File: config.mk
export PLATFORM = sky130hd
export DESIGN_NAME = adc_seq_ctrl
export DESIGN_NICKNAME = d
export VERILOG_FILES = /design/src/rtl/adc_ctrl_pkg.sv /design/src/rtl/adc_sclk_gen.sv /design/src/rtl/adc_seq_ctrl.sv
export SDC_FILE = /design/constraint.sdc
export NUM_CORES = 1
export LEC_CHECK = 0
export CORE_MARGIN = 10
export CORE_UTILIZATION = 50
export DETAILED_ROUTE_END_ITERATION = 10
export GPL_ROUTABILITY_DRIVEN = 0
export PLACE_DENSITY_LB_ADDON = 0.15
export REMOVE_ABC_BUFFERS = 1
export SLEW_MARGIN = 20
export SYNTH_ARGS = -nofsm -noshare
export SYNTH_HDL_FRONTEND = slang
export SYNTH_HIERARCHICAL = 1
export SYNTH_SLANG_ARGS = --single-unit
export TNS_END_PERCENT = 10
File: constraint.sdc
create_clock -name CLK -period 3.6 [get_ports CLK]
set_input_delay 0.9 -clock CLK [delete_from_list [all_inputs] [get_ports CLK]]
set_output_delay 0.9 -clock CLK [all_outputs]
set_load 0.05 [all_outputs]
File: src/rtl/adc_ctrl_pkg.sv
// Shared state encoding and default timing for the serial ADC sequencer.
package adc_ctrl_pkg;

    typedef enum logic [2:0] {
        IDLE,
        PRIME,
        SETUP,
        SHIFT,
        HOLD
    } adc_state_e;

    localparam int DEF_CLK_DIV   = 24;
    localparam int DEF_CONV_WAIT = 1024;
    localparam int ACC_W         = 11;

endpackage

File: src/rtl/adc_sclk_gen.sv
// ADC serial clock generator: half-period tick counter, ADCLK toggle, and a
// count of completed ADCLK periods (incremented on each fall).
module adc_sclk_gen
    import adc_ctrl_pkg::*;
#(
    parameter int CLK_DIV = DEF_CLK_DIV
) (
    input  logic       clk_i,
    input  logic       rst_i,
    input  logic       en_i,
    input  logic       restart_i,
    output logic       sclk_o,
    output logic       rise_o,
    output logic       fall_o,
    output logic [2:0] bits_o
);

    localparam int              HC_W    = $clog2(CLK_DIV);
    localparam logic [HC_W-1:0] HC_LAST = HC_W'(CLK_DIV - 1);

    logic [HC_W-1:0] hcnt_q, hcnt_d;
    logic            sclk_q, sclk_d;
    logic [2:0]      bits_q, bits_d;
    logic            tick;

    // rise/fall flag the edge on which ADCLK is about to change
    assign tick   = en_i & ~restart_i & (hcnt_q == HC_LAST);
    assign rise_o = tick & ~sclk_q;
    assign fall_o = tick & sclk_q;
    assign sclk_o = sclk_q;
    assign bits_o = bits_q;

    always_comb begin
        hcnt_d = hcnt_q;
        sclk_d = sclk_q;
        bits_d = bits_q;
        if (restart_i) begin
            hcnt_d = '0;
            sclk_d = 1'b0;
            bits_d = 3'd0;
        end else if (en_i) begin
            if (tick) begin
                hcnt_d = '0;
                sclk_d = ~sclk_q;
                if (sclk_q) bits_d = bits_q + 3'd1;
            end else begin
                hcnt_d = hcnt_q + HC_W'(1);
            end
        end
    end

    always_ff @(posedge clk_i) begin
        if (rst_i) begin
            hcnt_q <= '0;
            sclk_q <= 1'b0;
            bits_q <= 3'd0;
        end else begin
            hcnt_q <= hcnt_d;
            sclk_q <= sclk_d;
            bits_q <= bits_d;
        end
    end

endmodule

File: src/rtl/adc_seq_ctrl.sv
// Frame sequencer for an 8-bit serial ADC: prime after reset, shift one byte
// per frame, hold CS high for the conversion time, and average 2^n reads.
module adc_seq_ctrl
    import adc_ctrl_pkg::*;
#(
    parameter int CLK_DIV   = DEF_CLK_DIV,
    parameter int CONV_WAIT = DEF_CONV_WAIT
) (
    input  logic       CLK,
    input  logic       RST,
    input  logic       start,
    input  logic       auto_run,
    input  logic [1:0] avg_log2,
    output logic       busy,
    output logic       done,
    output logic [7:0] data,
    output logic       ADCSN,
    output logic       ADCLK,
    input  logic       ADDAT
);

    localparam int CNT_MAX = (CLK_DIV > CONV_WAIT) ? CLK_DIV : CONV_WAIT;
    localparam int CNT_W   = $clog2(CNT_MAX + 1);
    localparam logic [CNT_W-1:0] SETUP_LAST = CNT_W'(CLK_DIV);
    localparam logic [CNT_W-1:0] HOLD_LAST  = CNT_W'(CONV_WAIT - 1);

    adc_state_e       state_q, state_d;
    logic [CNT_W-1:0] cnt_q, cnt_d;
    logic             adcsn_q, adcsn_d;
    logic             busy_q, busy_d;
    logic             done_q, done_d;
    logic [7:0]       data_q, data_d;
    logic [ACC_W-1:0] acc_q, acc_d;
    logic [7:0]       sh_q, sh_d;
    logic [2:0]       rem_q, rem_d;
    logic [1:0]       avg_q, avg_d;
    logic             fin_q, fin_d;
    logic             prime_q, prime_d;

    logic             sclk_rise, sclk_fall, launch;
    logic [2:0]       sclk_bits;
    logic [ACC_W-1:0] sum;

    adc_sclk_gen #(.CLK_DIV(CLK_DIV)) u_sclk (
        .clk_i    (CLK),
        .rst_i    (RST),
        .en_i     (state_q == SHIFT),
        .restart_i(state_q != SHIFT),
        .sclk_o   (ADCLK),
        .rise_o   (sclk_rise),
        .fall_o   (sclk_fall),
        .bits_o   (sclk_bits)
    );

    assign sum   = acc_q + ACC_W'(sh_q);
    assign ADCSN = adcsn_q;
    assign busy  = busy_q;
    assign done  = done_q;
    assign data  = data_q;

    always_comb begin
        state_d = state_q;
        cnt_d   = cnt_q + CNT_W'(1);
        adcsn_d = adcsn_q;
        busy_d  = busy_q;
        done_d  = 1'b0;
        data_d  = data_q;
        acc_d   = acc_q;
        sh_d    = sh_q;
        rem_d   = rem_q;
        avg_d   = avg_q;
        fin_d   = fin_q;
        prime_d = prime_q;
        launch  = 1'b0;

        if (sclk_rise) sh_d = {sh_q[6:0], ADDAT};

        case (state_q)
            PRIME: begin
                state_d = SETUP;
                cnt_d   = '0;
                prime_d = 1'b1;
                fin_d   = 1'b1;
            end
            IDLE: launch = (start | auto_run) & ~busy_q;
            SETUP: begin
                adcsn_d = 1'b0;
                if (cnt_q == SETUP_LAST) state_d = SHIFT;
            end
            SHIFT: begin
                if (sclk_fall && sclk_bits == 3'd7) begin
                    adcsn_d = 1'b1;
                    state_d = HOLD;
                    cnt_d   = '0;
                    if (!prime_q) begin
                        if (rem_q == 3'd0) begin
                            data_d = 8'(sum >> avg_q);
                            done_d = 1'b1;
                            acc_d  = '0;
                            fin_d  = 1'b1;
                        end else begin
                            acc_d  = sum;
                            rem_d  = rem_q - 3'd1;
                            fin_d  = 1'b0;
                        end
                    end
                end
            end
            HOLD: begin
                if (cnt_q == HOLD_LAST) begin
                    prime_d = 1'b0;
                    if (!fin_q) begin
                        // Next averaged frame: CS falls right as the hold ends,
                        // so the SETUP count resumes one step in.
                        state_d = SETUP;
                        cnt_d   = CNT_W'(1);
                        adcsn_d = 1'b0;
                    end else if (auto_run && !prime_q) begin
                        launch  = 1'b1;
                    end else begin
                        state_d = IDLE;
                        busy_d  = 1'b0;
                    end
                end
            end
            default: state_d = PRIME;
        endcase

        if (launch) begin
            state_d = SETUP;
            cnt_d   = '0;
            busy_d  = 1'b1;
            avg_d   = avg_log2;
            rem_d   = 3'((4'd1 << avg_log2) - 4'd1);
        end
    end

    always_ff @(posedge CLK) begin
        if (RST) begin
            state_q <= PRIME;
            cnt_q   <= '0;
            adcsn_q <= 1'b1;
            busy_q  <= 1'b1;
            done_q  <= 1'b0;
            data_q  <= 8'h00;
            acc_q   <= '0;
            sh_q    <= 8'h00;
            rem_q   <= 3'd0;
            avg_q   <= 2'd0;
            fin_q   <= 1'b0;
            prime_q <= 1'b0;
        end else begin
            state_q <= state_d;
            cnt_q   <= cnt_d;
            adcsn_q <= adcsn_d;
            busy_q  <= busy_d;
            done_q  <= done_d;
            data_q  <= data_d;
            acc_q   <= acc_d;
            sh_q    <= sh_d;
            rem_q   <= rem_d;
            avg_q   <= avg_d;
            fin_q   <= fin_d;
            prime_q <= prime_d;
        end
    end

endmodule

Word level (Yosys, flattened, before mapping) --
Index checks and enable logic that the tools add are counted.
Word-level totals: bits in registers 60, input port bits 7, logic and storage cells 116
Operators by class: add/sub/neg operators 6, equal/unequal tests 22, shift-type cells 2, multiplexer cells 32, bitwise gates (word level) 14, reductions and logical operators 24
Operators by type and width (number):
- 2-to-1 mux 11 bit | 4
- case mux 11 bit (3 select lines) | 1
- 2-to-1 mux 3 bit | 10
- AND reduction 4 bit | 4
- case mux 3 bit (5 select lines) | 1
- inequality test 2 bit (second input constant) | 7
- inequality test 3 bit (second input constant) | 4
- adder 11 x 1 -> 11 bit (second input constant) | 1
- adder 11 x 8 -> 11 bit | 1
- == test 11 x 10 -> 1 bit (second input constant) | 1
- == test 11 x 5 -> 1 bit (second input constant) | 1
- right shift 11 x 2 -> 8 bit | 1
- 2-to-1 mux 1 bit | 10
- AND reduction 5 bit | 2
- AND reduction 3 bit | 3
- NOT 1 bit | 8
- nonzero test 2 bit | 4
- == test 3 x 2 -> 1 bit (second input constant) | 2
- == test 3 bit (second input constant) | 2
- logical NOT 3 bit | 2
- case mux 1 bit (2 select lines) | 3
- subtractor 3 x 1 -> 3 bit (second input constant) | 2
- adder 5 x 1 -> 5 bit (second input constant) | 1
- bitwise AND 1 bit | 5
- other kinds (17) | 20

Longest topological paths before layout --
word-level depth 9, gate-level depth with buffers 11, depth with buffers taken out 10

Modules after synthesis --
Netlist, hierarchy kept.
By module, submodules not included:
- adc_seq_ctrl | instances 1, cells an instance 346, area each 2939.1 sq um, seq. area each 1021.0 sq um
- adc_sclk_gen | instances 1, cells an instance 47, area each 452.9 sq um, seq. area each 180.2 sq um

Worst setup path after synthesis --
No wires, ideal clock.
path kind reg-to-reg, start register state_q[1], end register data_q[6], in the netlist data[6], setup time 0.135 ns, arrival 2.294 ns, slack 1.170 ns, cell stages (with the launch flop) 12, path buffers 1, cells stage by stage dfxtp_1 nand3b_1 inv_2 nand3_4 nor2_1 and4_1 clkbuf_1 nand4_1 a41oi_1 o41ai_1 a221oi_1 a211oi_2
Between the ends: word-level cells in the longest chain between the ends 7
RTL lines:
- start: declaration | line adc_seq_ctrl.sv:27 | adc_state_e state_q, state_d;
- start signal: assignment | line adc_seq_ctrl.sv:153 | state_q <= state_d;
- inequality test 3 x 2 -> 1 bit | line adc_seq_ctrl.sv:48 | .restart_i(state_q != SHIFT),
- NOT 1 bit | line adc_sclk_gen.sv:27 | assign tick = en_i & ~restart_i & (hcnt_q == HC_LAST);
- bitwise AND 1 bit (*) (2 in a row) | line adc_sclk_gen.sv:27
- bitwise AND 1 bit (*) | line adc_sclk_gen.sv:29 | assign fall_o = tick & sclk_q;
- net sclk_fall | line adc_seq_ctrl.sv:40 | logic sclk_rise, sclk_fall, launch;
- logical AND 1 bit (*) | line adc_seq_ctrl.sv:91 | if (sclk_fall && sclk_bits == 3'd7) begin
- AND reduction 4 bit (no line) (*)
- end signal: assignment | line adc_seq_ctrl.sv:158 | data_q <= data_d;
- end: declaration | line adc_seq_ctrl.sv:32 | logic [7:0] data_q, data_d;
The timed path passes the listed nets; every way through them passes the cells marked *. A chain may end at the register's enable or synchronous reset.

Worst setup path in the final report --
start register state_q[2], end register data_q[6], in the netlist data[6]
The elaborated chain is that of the path after synthesis.

==> flow_metrics.py <==
metrics = {
    "run_status": {
        "status": "completed",
    },
    "power": {
        "p_sw_w": 0.000350,
        "ir_drop_v": 0.000269,
        "switching_share": 0.260,
        "p_clk_frac": 0.384,
        "leakage_nw": 1.34,
        "internal_power_w": 0.000998,
        "power_density_nw_per_um2": 355,
        "p_seq_frac": 0.518,
        "p_comb_frac": 0.098,
    },
    "worst_setup_path": {
        "crit_path_end_kind": "flop",
        "start_kind": "flop",
        "required_ns": 3.81,
        "cp_slowest_cell": "dfxtp_1",
        "path_max_fanout": 14,
        "slowest_delay_ns": 0.44,
        "arrival_ns": 3.23,
        "criticalPathCategory": "flop to flop",
        "crit_path_cell_trace": "nand3b_1 > inv_2 > nand3_4 > nor2_1 > and4_1 > nand4_1 > a41oi_1 > o41ai_1 > a221oi_1 > a211oi_2",
    },
    "timing": {
        "worstMarginPinSlew_ns": 0.768,
        "slew_headroom": 0.488,
        "fmaxAchievable_ghz": 0.331,
        "period_share": 0.839,
        "setup_tns_ns": 0,
        "post-route-min-period_ns": 3.02,
        "skew_ns": 0.00875,
        "rsz0062_at_grt": "false",
        "finalHoldViolCount": 0,
        "drv_slew": 0,
        "setup_viol_count_final": 0,
    },
    "route": {
        "wl_mm": 7.29,
        "drtIter0Drc": 156,
        "wl_per_cell_um": 14.8,
        "num_vias": 2829,
        "vias_per_cell": 5.75,
        "dr.pass1.iters": 4,
        "drc": 0,
        "ant_nets": 0,
    },
    "grt": {
        "track_usage": 0.147,
        "grt_max_degree": 31,
        "grt_pass1_wl_mm": 12.5,
        "gr-total-overflow": 0,
        "grt_pass1_vias": 2643,
        "antenna_found_initial": 0,
    },
    "min_path": {
        "hold_path_class": "flop to flop",
    },
    "synth": {
        "synth-seq-cells": 60,
        "netlist-cell-type-count": 72,
        "synthArstFlopShare": 0,
        "synth_area_leaders": "dfxtp_1 (35%), nor2_1 (5.2%), ha_1 (4.8%)",
        "seq_area_frac_synth": 0.354,
        "synth_top_area_frac": 0.354,
        "syn_inst": 393,
        "synth_area_um2": 3390,
        "synth_edf_count": 0,
        "synthFlopType": "dfxtp_1",
        "yosysWarnings": 6,
        "yosysTopAreaCell": "dfxtp_1",
        "syn_avg_cell_area_um2": 8.63,
    },
    "cts": {
        "clock-root-buffer": "clkbuf_8",
        "cts_buffers": 9,
        "cts_hold_buf": 0,
        "post_cts_buffers": 0,
        "clk_transition_reported_paths_ns": 0.07,
        "cts_sinks": 60,
        "insertion_delay_ns": 0.33,
        "cts_buffer_depth": 2,
        "ctsResizeCount": 0,
        "htree_levels": 3,
        "cts_tree": "built",
    },
    "floorplan": {
        "die_x_um": 102,
        "ioPinCount": 19,
        "die_h_um": 102,
        "rows": 29,
        "core_um2": 6460,
        "initial_core_util": 0.525,
        "die_area_um2": 10500,
    },
    "placement": {
        "port_buffers": 18,
        "dpl-instance-area_um2": 3630,
        "hpwl_mm": 5.34,
    },
    "final_layout": {
        "syn_to_final_growth_pct": 12.0,
        "final_area_um2": 3800,
        "ff_latch_area_um2": 1200,
        "final_layout_size_suffix_gt1_frac": 0.0964,
        "fillers": 599,
        "nNetsFinal": 431,
        "antenna_cells": 0,
        "multi_input_area_um2": 2060,
    },
    "job": {
        "cap_violations": 0,
    },
}
stage by stage:
stage | total power (W) | util | hold slack, ns | cells | setup slack (ns)
after floorplan | 0.000801 | - | 0.430 | 375 | 0.805
after global placement | 0.000844 | 0.563 | 0.445 | 476 | 0.509
after detailed placement | 0.000846 | 0.563 | 0.453 | 476 | 0.422
after CTS | 0.00136 | 0.588 | 0.462 | 492 | 0.573
after global routing | 0.00141 | 0.588 | 0.484 | 492 | 0.278
final | 0.00135 | 0.588 | 0.460 | 492 | 0.580
cell usage after synthesis (7+ instances only):
| library cell | instances |
|---|---|
| inv_1 | 13 |
| o21ai_0 | 11 |
| nor3_1 | 10 |
| mux2i_1 | 16 |
| xor2_1 | 8 |
| nor2b_1 | 8 |
| or3_1 | 7 |
| a21oi_1 | 26 |
| nand4_1 | 8 |
| nand2_1 | 24 |
| ha_1 | 13 |
| xnor2_1 | 12 |
| nand2b_1 | 8 |
| clkbuf_1 | 13 |
| nand3_1 | 9 |
| nand3b_1 | 7 |
| dfxtp_1 | 60 |
| nor2_1 | 47 |
metal layers:
layer  global-route usage  up-vias  wire [µm]
met1                0.206     1300       3730
li1                     -     1459          -
met2                0.209       62       3110
met3               0.0344        8        353
met4               0.0618        0        100
met5                    0        -          0
final timing paths:
kind	startpoint	slack, ns	depth (start not counted)	end
max	state_q[2]	0.58	10	data[6]
min	acc_q[4]	0.46	2	acc_q[4]
max reg2reg	state_q[2]	0.58	10	data[6]
min reg2reg	acc_q[4]	0.46	2	acc_q[4]
registers in the layout, summed over array words and instances (netlist names), 2 cells and up:
| signal | cells |
|---|---|
| sh_q | 8 |
| u_sclk/bits_o | 3 |
| rem_q | 3 |
| acc_q | 11 |
| data | 8 |
| u_sclk/hcnt_q | 5 |
| state_q | 3 |
| avg_q | 2 |
| cnt_q | 11 |
area by class of cell:
type	count	area share
inverters	15	0.0148
clock inverters	2	0.00264
clock buffers	14	0.0402
flip-flops and latches	60	0.316
well taps	77	0.0254
repair buffers	24	0.0593
multi-input cells	300	0.541
cell usage in the layout, fill, tap and decap left out, types with 3 or more instances in the layout:
cell type	n
and3_1	4
o21ai_0	11
nand3_1	9
nand4_1	8
dfxtp_1	60
nand3b_1	7
inv_1	13
a21o_1	5
a211oi_1	5
clkdlybuf4s50_1	18
nor2b_1	8
and2_1	3
or3_1	7
mux2i_1	16
nor2_1	47
clkbuf_1	4
a31oi_1	4
nand2b_1	8
clkbuf_8	10
ha_1	13
nand2_1	24
a21oi_1	26
o21ai_1	3
xor2_1	8
o211ai_1	4
nor3_1	10
o31ai_1	3
buf_4	6
xnor2_1	12
a22oi_1	4
worst max-delay path: cells and delay by family, from the launching register on:
family	cells	cell delay, ns
AO/OA/AOI/OAI	4	0.79
buffers and inverters	1	0.27
flip-flops	1	0.44
AND/OR/NAND/NOR	5	1.39
logic make-up after synthesis:
kind of cell,after synthesis,share of synthesized area
simple gates,154,0.245
compound gates,95,0.200
buf+inv,33,0.0398
mux,16,0.0472
flops,60,0.354
fa+ha+maj,14,0.0539
xor+xnor,21,0.0598
power groups by stage:
stage          Sequential, W  Clock (W)  Combinational (W)
6_report            0.000699   0.000517           0.000133
5_1_grt             0.000702   0.000559           0.000150
4_1_cts             0.000698   0.000530           0.000133
3_5_place_dp        0.000713          0           0.000133
3_3_place_gp        0.000713          0           0.000131
2_1_floorplan       0.000715          0          0.0000859
(Power assumes the default switching activity.)
==> edit, RTL diff (config.mk and constraints unchanged) <==
`data_q` and `sh_q` no longer have a reset.
--- a/src/rtl/adc_seq_ctrl.sv
+++ b/src/rtl/adc_seq_ctrl.sv
@@ -142,9 +142,7 @@
             adcsn_q <= 1'b1;
             busy_q  <= 1'b1;
             done_q  <= 1'b0;
-            data_q  <= 8'h00;
             acc_q   <= '0;
-            sh_q    <= 8'h00;
             rem_q   <= 3'd0;
             avg_q   <= 2'd0;
             fin_q   <= 1'b0;
@@ -155,9 +153,7 @@
             adcsn_q <= adcsn_d;
             busy_q  <= busy_d;
             done_q  <= done_d;
-            data_q  <= data_d;
             acc_q   <= acc_d;
-            sh_q    <= sh_d;
             rem_q   <= rem_d;
             avg_q   <= avg_d;
             fin_q   <= fin_d;
@@ -165,5 +161,10 @@
         end
     end
 
+    always_ff @(posedge CLK) begin
+        data_q <= data_d;
+        sh_q   <= sh_d;
+    end
+
 endmodule
 
Check against the original RTL: no difference found for any inputs over 10 cycles, from zero or initial values and one cycle with RST high; that may be too few to reach the edited logic, so the function may still have changed.
==> edit against the original RTL <==
Design area down 5.6%. Largest cell class unchanged. Synthesized cell count down 15%. Critical path depth down 3. Routed wire length down 13%. Count of clock-buffer cells in the layout down 4. Power up 11%. Highest routed layer unchanged. Final cell count down 11%. Worst setup slack better by 0.16 ns. Area after synthesis down 6.5%. Critical path type unchanged. Sequential cell count unchanged. Combinational power up 33%.
==> edit: results (changes against the original RTL) <==
.. list-table::
   :header-rows: 1

   * - Metric
     - Value
   * - Status
     - finished clean
   * - Gate count after technology mapping
     - 336 (-15%)
   * - Placed insts
     - 420 (-12%)
   * - Global-route wire length before repair
     - 10,900 um (-13%)
   * - Top cell types by occurrence after synthesis
     - 44 x sky130_fd_sc_hd__dfxtp_1, 41 x sky130_fd_sc_hd__nor2_1, 27 x sky130_fd_sc_hd__a21oi_1, 19 x sky130_fd_sc_hd__nand2_1, 17 x sky130_fd_sc_hd__mux2i_1
   * - Overall routed net length
     - 6330 um (-13%)
   * - Leakage
     - 1.24 nW (-8.0%)
   * - Via count of the first global-routing pass
     - 2,367 (-10%)
   * - Combinational family with the most area after synthesis
     - simple AND/OR/NAND/NOR gates
   * - Fraction of layout instances using a drive strength above 1
     - 9.14% (-0.50 points)
   * - GRT Util Overall
     - 13.1% (-1.6 points)
   * - Setup clock skew after layout
     - 0.00559 ns (-0.00316 ns)
   * - Post-synthesis cell type count
     - 63 (-13%)
   * - Pin count of the biggest net entering global routing
     - 26 (-16%)
   * - GR Layer Usage met2
     - 21.1% (+0.17 points)
   * - Xor and xnor area share after synthesis
     - 6.07% (+0.097 points)
   * - Fraction of registers with async set/reset
     - 0% (unchanged)
   * - Max transition margin
     - 53.7% (+4.9 points)
   * - Compound-Gate Fraction of Synth Area
     - 14.8% (-5.2 points)
   * - Non-filler instance count after layout
     - 436 (-11%)
   * - Sequential cell area fraction in the yosys report
     - 42.9% (+7.5 points)
   * - Detailed-routing wirelength on met1
     - 3020 um (-19%)
   * - Nets@finish
     - 377 (-13%)
   * - Met3 wirelength from detailed routing
     - 264 um (-25%)
   * - Multiplexer share of the synthesized area
     - 5.36% (+0.64 points)
   * - Critical Path Fanout Max
     - 10 (-4)
   * - Number of cells traversed by the worst hold path
     - 0 (-2)
   * - Ratio of routed vias to standard cells
     - 5.52 (-4.1%)
   * - Post-detailed-placement half-perimeter wirelength
     - 4550 um (-15%)
   * - Peak VDD IR
     - 301 uV (+12%)
   * - Top post-synthesis cells by area
     - sky130_fd_sc_hd__dfxtp_1 28%, sky130_fd_sc_hd__edfxtp_1 15%, sky130_fd_sc_hd__mux2i_1 5.4%
   * - DR pass1 iterations
     - 4 (unchanged)
   * - Global-route track usage on met1
     - 15.7% (-4.9 points)
   * - Adder-cell share of the synthesized area
     - 5.76% (+0.37 points)
   * - Post-Place Worst Slack
     - 0.669 ns (+0.248 ns)
   * - Worst R2R Path Depth
     - 7 (-3)
   * - Global routing met3 resource utilization
     - 4.36% (+0.92 points)
   * - Critical path origin
     - state_q[0]
   * - Number of flops mapped to enable cells by yosys
     - 16 (+16)
   * - Number of filler instances in the final layout
     - 546 (-8.8%)
[edit: changes by cell type in the layout (fill, tap and decap cells not counted), moves of 5 or more]
cell,change
sky130_fd_sc_hd__nor2_1,-6
sky130_fd_sc_hd__nand2_1,-5
sky130_fd_sc_hd__nor2b_1,-5
sky130_fd_sc_hd__xor2_1,+6
sky130_fd_sc_hd__nand3b_1,-5
sky130_fd_sc_hd__edfxtp_1,+16
sky130_fd_sc_hd__dfxtp_1,-16
[edit: cell type report]
| type | instances | area (sq um) | area share [%] |
|---|---|---|---|
| well taps | 75 | 93.8 | 2.62 |
| repair buffers | 21 | 203 | 5.66 |
| clock buffers | 10 | 128 | 3.56 |
| multi-input cells | 248 | 1680 | 47.0 |
| inverters | 16 | 60.1 | 1.68 |
| clock inverters | 6 | 55.1 | 1.54 |
| flip-flops and latches | 60 | 1360 | 38.0 |
[edit: where the power goes]
| part | internal [mW] | switching, mW |
|---|---|---|
| Sequential | 0.711 | 0.0353 |
| Clock | 0.314 | 0.267 |
| Combinational | 0.0697 | 0.107 |
| Total | 1.09 | 0.409 |
[edit: path summary, 6_finish.rpt]
check	to	slack (ns)
max	data[2]	0.74
min	sh_q[3]	0.46
max reg2reg	data[2]	0.74
min reg2reg	sh_q[3]	0.46
[edit: critical path: stages, from the launching register on]
cell                       delay (ns)
sky130_fd_sc_hd__dfxtp_1         0.56
sky130_fd_sc_hd__nand3b_4        0.18
sky130_fd_sc_hd__inv_1           0.23
sky130_fd_sc_hd__nand3_4         0.15
sky130_fd_sc_hd__nor2_1          0.19
sky130_fd_sc_hd__nand4_1         0.16
sky130_fd_sc_hd__or3_1           0.44
sky130_fd_sc_hd__nor2_1          0.59
